File: src/rtl/poly_eval_if.sv
// Host-side bundle for poly_eval_ctrl: coefficient programming, run handshake and result.
interface poly_eval_if #(
  parameter int CW = 8,
  parameter int RW = 20
);
  logic                 cfg_we;
  logic [2:0]           cfg_addr;
  logic signed [CW-1:0] cfg_data;
  logic                 start;
  logic signed [CW-1:0] x;
  logic                 busy;
  logic                 done;
  logic                 ovf;
  logic signed [RW-1:0] result;

  modport master (
    output cfg_we, cfg_addr, cfg_data, start, x,
    input  busy, done, ovf, result
  );

  modport slave (
    input  cfg_we, cfg_addr, cfg_data, start, x,
    output busy, done, ovf, result
  );
endinterface

File: src/rtl/poly_eval_ctrl.sv
// Horner-rule polynomial evaluator: one saturating MAC step per clock over a
// host-programmed coefficient table, highest coefficient first.
module poly_eval_ctrl #(
  parameter int NCOEF = 4,
  parameter int CW    = 8,
  parameter int RW    = 20
) (
  input  logic         clk,
  input  logic         rst,
  poly_eval_if.slave   bus
);

  localparam int             IW       = (NCOEF > 1) ? $clog2(NCOEF) : 1;
  localparam logic [IW-1:0]  IDX_LAST = IW'(NCOEF - 1);
  localparam logic [3:0]     NCOEF_W  = 4'(NCOEF);

  typedef enum logic {IDLE, RUN} state_t;

  state_t               state_q, state_d;
  logic [IW-1:0]        idx_q, idx_d;
  logic signed [RW-1:0] acc_q, acc_d;
  logic signed [RW-1:0] result_q, result_d;
  logic signed [CW-1:0] x_q, x_d;
  logic signed [CW-1:0] coef_q [NCOEF];
  logic signed [CW-1:0] coef_d [NCOEF];
  logic                 done_q, done_d;
  logic                 ovf_q, ovf_d;

  logic signed [RW+CW-1:0] prod;
  logic signed [RW+CW:0]   sum;
  logic                    clamp;
  logic signed [RW-1:0]    sat;

  // Full-width product and sum, clamped back to RW bits when the top bits disagree
  always_comb begin
    prod  = (RW+CW)'(acc_q) * (RW+CW)'(x_q);
    sum   = (RW+CW+1)'(prod) + (RW+CW+1)'(coef_q[idx_q]);
    clamp = (sum[RW+CW:RW-1] != {(CW+2){sum[RW-1]}});
    if (!clamp)
      sat = sum[RW-1:0];
    else if (sum[RW+CW])
      sat = {1'b1, {(RW-1){1'b0}}};
    else
      sat = {1'b0, {(RW-1){1'b1}}};
  end

  always_comb begin
    state_d  = state_q;
    idx_d    = idx_q;
    acc_d    = acc_q;
    result_d = result_q;
    x_d      = x_q;
    coef_d   = coef_q;
    done_d   = 1'b0;
    ovf_d    = ovf_q;

    case (state_q)
      IDLE: begin
        // Table writes only land in IDLE so a run always sees a stable table
        if (bus.cfg_we && ({1'b0, bus.cfg_addr} < NCOEF_W))
          coef_d[bus.cfg_addr[IW-1:0]] = bus.cfg_data;
        if (bus.start) begin
          x_d     = bus.x;
          acc_d   = '0;
          idx_d   = IDX_LAST;
          ovf_d   = 1'b0;
          state_d = RUN;
        end
      end
      RUN: begin
        acc_d = sat;
        ovf_d = ovf_q | clamp;
        if (idx_q == '0) begin
          result_d = sat;
          done_d   = 1'b1;
          state_d  = IDLE;
        end else begin
          idx_d = idx_q - 1'b1;
        end
      end
      default: state_d = IDLE;
    endcase
  end

  always_ff @(posedge clk or negedge rst) begin
    if (!rst) begin
      state_q  <= IDLE;
      idx_q    <= '0;
      acc_q    <= '0;
      result_q <= '0;
      x_q      <= '0;
      done_q   <= 1'b0;
      ovf_q    <= 1'b0;
      for (int i = 0; i < NCOEF; i++) coef_q[i] <= '0;
    end else begin
      state_q  <= state_d;
      idx_q    <= idx_d;
      acc_q    <= acc_d;
      result_q <= result_d;
      x_q      <= x_d;
      done_q   <= done_d;
      ovf_q    <= ovf_d;
      coef_q   <= coef_d;
    end
  end

  assign bus.busy   = (state_q == RUN);
  assign bus.done   = done_q;
  assign bus.ovf    = ovf_q;
  assign bus.result = result_q;

endmodule

File: src/flat_wrapper.sv
// flat-port wrapper written by rule: the top's interface ports become plain ports
module poly_eval_ctrl_flat 
#(
  parameter int NCOEF = 4,
  parameter int CW    = 8,
  parameter int RW    = 20
)
  (clk, rst, bus_cfg_we, bus_cfg_addr, bus_cfg_data, bus_start, bus_x, bus_busy, bus_done, bus_ovf, bus_result);
  poly_eval_if #(.CW(CW), .RW(RW)) bus_i ();
  input  logic clk;
  input  logic rst;
  input wire logic [$bits(bus_i.cfg_we)-1:0] bus_cfg_we;
  input wire logic [$bits(bus_i.cfg_addr)-1:0] bus_cfg_addr;
  input wire logic [$bits(bus_i.cfg_data)-1:0] bus_cfg_data;
  input wire logic [$bits(bus_i.start)-1:0] bus_start;
  input wire logic [$bits(bus_i.x)-1:0] bus_x;
  output wire logic [$bits(bus_i.busy)-1:0] bus_busy;
  output wire logic [$bits(bus_i.done)-1:0] bus_done;
  output wire logic [$bits(bus_i.ovf)-1:0] bus_ovf;
  output wire logic [$bits(bus_i.result)-1:0] bus_result;
  assign bus_i.cfg_we = bus_cfg_we;
  assign bus_i.cfg_addr = bus_cfg_addr;
  assign bus_i.cfg_data = bus_cfg_data;
  assign bus_i.start = bus_start;
  assign bus_i.x = bus_x;
  assign bus_busy = bus_i.busy;
  assign bus_done = bus_i.done;
  assign bus_ovf = bus_i.ovf;
  assign bus_result = bus_i.result;
  poly_eval_ctrl #(.NCOEF(NCOEF), .CW(CW), .RW(RW)) u_core (.clk(clk), .rst(rst), .bus(bus_i));
endmodule
File: config.mk
export PLATFORM = sky130hd
export DESIGN_NAME = poly_eval_ctrl_flat
export DESIGN_NICKNAME = d
export VERILOG_FILES = /design/src/rtl/poly_eval_if.sv /design/src/rtl/poly_eval_ctrl.sv /design/src/flat_wrapper.sv
export SDC_FILE = /design/constraint.sdc
export NUM_CORES = 1
export LEC_CHECK = 0
export CORE_ASPECT_RATIO = 1.5
export CORE_MARGIN = 2
export CORE_UTILIZATION = 40
export DETAILED_ROUTE_END_ITERATION = 16
export DONT_BUFFER_PORTS = 1
export PLACE_DENSITY = 0.55
export SLEW_MARGIN = 25
export SYNTH_ARGS = -nofsm -noshare
export SYNTH_HDL_FRONTEND = slang
export SYNTH_SLANG_ARGS = --single-unit
File: constraint.sdc
create_clock -name clk -period 10.7 [get_ports clk]
set_input_delay 2.14 -clock clk [delete_from_list [all_inputs] [get_ports clk]]
set_output_delay 2.14 -clock clk [all_outputs]
set_load 0.05 [all_outputs]
==> impl_metrics.py <==
metrics = {
    "cells_and_area": {
        "fin_nets": 1187,
        "drive_above_1_share": 0.08054,
        "syn2layout_area_growth_pct": 5.185,
        "most-common-layout-cells": "fa_1 (150), inv_1 (137), nand2_1 (110)",
        "n_antenna_cell": 0,
        "n_fill_cell": 2359,
        "layoutNonFillerInstCount": 1280,
        "multi_input_area_mm2": 0.007068,
        "stdcell_area_mm2": 0.01046,
        "layout_commonest_cell": "fa_1",
        "sequential_cell_area_mm2": 0.002127,
    },
    "min_path": {
        "worstHoldPathType": "flip-flop to flip-flop",
        "hold_path_end": "u_core.coef_q[11]$_DFFE_PN0P_",
        "min_path_cells": 1,
        "hp-start": "u_core.coef_q[11]$_DFFE_PN0P_",
    },
    "drt": {
        "postRouteAntennaNets": 0,
        "via_per_inst": 5.330,
        "drcViolationCount": 0,
        "drtIter0Drc": 273,
        "first_pass_iters": 6,
        "vias": 6822,
        "drt-total-wl_mm": 23.29,
        "routedWlPerCell_um": 18.20,
    },
    "sta": {
        "fmax_ghz": 0.1239,
        "setup_violations": 0,
        "whs_ns": 0.4997,
        "report.final.slew_viol_count": 0,
        "period_share": 0.7545,
        "rsz0062_at_grt": "false",
        "hold_viol_final": 0,
        "period_minus_slack_ns": 8.073,
        "tightest_slew_ns": 0.8717,
        "maxSlewHeadroom": 0.4167,
        "finalClockSkew_ns": 0.01028,
        "final.setup.tns_ns": 0,
    },
    "floorplan": {
        "fp.dieH_um": 197.1,
        "initial_core_util": 0.4069,
        "dieArea_mm2": 0.02616,
        "design.portCount": 46,
        "dieWidth_um": 132.7,
        "coreArea_mm2": 0.02444,
        "fp-row-count": 70,
    },
    "critical_path": {
        "crit_path_end_kind": "flip-flop",
        "arrival_ns": 8.27,
        "r2r-start": "u_core.idx_q[0]$_DFFE_PN0P_",
        "start_kind": "flip-flop",
        "crit_type": "flip-flop to flip-flop",
        "worstPathRequired_ns": 10.89,
        "r2r_cells": 20,
        "path_max_fanout": 19,
        "rrSetupSlack_ns": 2.63,
        "reg2reg_to": "u_core.acc_q[3]$_DFFE_PN0P_",
    },
    "logic_synthesis": {
        "synth-edff-count": 0,
        "syn-mean-instance-area_um2": 10.03,
        "synth_seq_area_share": 0.2139,
        "ys_ff_latch": 85,
        "yosysTopAreaCell": "fa_1",
        "syn-num-nets": 1227,
        "synth_top_area_frac": 0.3020,
        "netlist_instances": 991,
        "yosys_warnings": 0,
        "synthFlopType": "dfrtp_1",
        "synth_area_mm2": 0.009942,
        "ys_types": 59,
        "synthArstFlopShare": 1.000,
        "yosys-top-cells-area": "fa_1 (30%), dfrtp_1 (21%), ha_1 (7.9%), inv_1 (5.2%), and2_1 (5.1%)",
    },
    "cts": {
        "cts_tree": "done",
        "cts_hold_buf": 0,
        "cts_buffers": 9,
        "root_buffer": "clkbuf_16",
        "postCtsResizedCells": 0,
        "cts_num_sinks": 85,
        "cts_setup_buffers": 0,
        "clkLatencyLatePin_ns": 0.35,
        "cts_buffer_depth": 2,
        "htreeDepth": 3,
        "clk_transition_reported_paths_ns": 0.07,
    },
    "grt": {
        "overflow": 0,
        "grt_pass1_vias": 7476,
        "grt_pass1_wl_mm": 39.36,
        "grt_max_degree": 86,
        "grtUsageTotal": 0.1901,
        "antenna_found_initial": 0,
    },
    "placement": {
        "gp_congestion": 0.8598,
        "placed_cells": 1264,
        "placed_area_mm2": 0.01015,
        "dp_hpwl_mm": 18.97,
        "portBuffers": 0,
    },
    "status": {
        "status": "complete, no violations",
    },
    "job": {
        "drv_cap": 0,
    },
}
[state kept, by name, summed over array words and instances (netlist names)]
register and count:
u_core.idx_q 2, u_core.bus.ovf 1, u_core.bus.busy 1, u_core.x_q 8, u_core.bus.done 1, u_core.coef_q 32, u_core.acc_q 20, u_core.bus.result 20
[cell families (layout without fill, tap and decap cells)]
group | after synthesis | count (layout) | synth area share
and+or+nand+nor | 321 | 321 | 0.1636
adders and majority gates | 213 | 213 | 0.3813
buffers and inverters | 193 | 158 | 0.07538
AOI/OAI and AO/OA | 103 | 103 | 0.07753
DFF | 85 | 85 | 0.2139
muxes | 49 | 49 | 0.06443
xor gates and xnor gates | 27 | 27 | 0.02379
[critical path, cell delays in order, from the launching register on]
cell       delay (ns)
dfrtp_1          0.74
mux4_2           0.66
inv_1            0.09
buf_4            0.24
fa_1             0.45
inv_1            0.08
fa_1             0.44
fa_1             0.57
fa_1             0.43
fa_1             0.46
ha_1             0.34
and2_1           0.17
a221o_1          0.33
o2111a_2         0.32
or3_4            0.40
a2111oi_4        0.41
xor2_1           0.13
a2111oi_1        0.60
a41oi_1          0.29
nand2_1          0.59
nand3_1          0.17
[how the worst max path moves through the flow]
stage	slack (ns)	end	start
3_3_place_gp	2.69	u_core.bus.result[2]$_DFFE_PN0P_	u_core.idx_q[0]$_DFFE_PN0P_
3_5_place_dp	2.60	u_core.acc_q[3]$_DFFE_PN0P_	u_core.idx_q[0]$_DFFE_PN0P_
2_1_floorplan	3.25	u_core.bus.result[16]$_DFFE_PN0P_	u_core.idx_q[1]$_DFFE_PN0P_
5_1_grt	2.04	u_core.acc_q[16]$_DFFE_PN0P_	u_core.idx_q[0]$_DFFE_PN0P_
4_1_cts	2.56	u_core.acc_q[3]$_DFFE_PN0P_	u_core.idx_q[0]$_DFFE_PN0P_
6_report	2.63	u_core.acc_q[3]$_DFFE_PN0P_	u_core.idx_q[0]$_DFFE_PN0P_
[metal layers]
layer / vias up / track usage / routed length, um
li1: 3150 / - / -
met1: 3538 / 0.2261 / 9497
met2: 108 / 0.3579 / 12580
met3: 26 / 0.03439 / 888
met4: 0 / 0.03783 / 327
met5: - / 0 / 0
[synth_stat cells (2+ instances only)]
library cell  number
o21ai_1            2
xnor2_1           19
a31oi_1            4
xor2_1             8
or4_1              2
a211oi_1           5
nand2_1          110
buf_2              5
o2111ai_1          3
and2_1            81
fa_1             150
nor3b_1            4
a22o_1             2
a21oi_1           24
nand3_1           29
a41oi_1            2
o31ai_1            3
a21o_1            13
and3_1             3
mux2_2            40
a221o_1           19
nand2b_1          10
ha_1              63
dfrtp_1           85
nand4_1           23
nor3_1             7
nor2b_1            5
nor2_1            36
mux4_2             8
nor4_1             2
o21ai_0           12
inv_1            137
clkbuf_1          47
o22ai_1            2
buf_6              2
[cell type report]
class	instances	area share
clock buffer	9	0.02154
clock inverter	7	0.007657
inverter	137	0.04917
multi-input combinational	713	0.6759
sequential	85	0.2034
tap	324	0.03877
timing repair buffer	5	0.003589
[through the flow]
stage,utilization,worst slack (ns)
after floorplan,-,3.253
after global placement,0.4154,2.690
after detailed placement,0.4154,2.596
after CTS,0.4279,2.556
after global routing,0.4280,2.039
final,0.4280,2.627
Power is left out: the tool's default activity adds up to more than one toggle a clock period on the data nets, which glitch-free logic cannot reach.
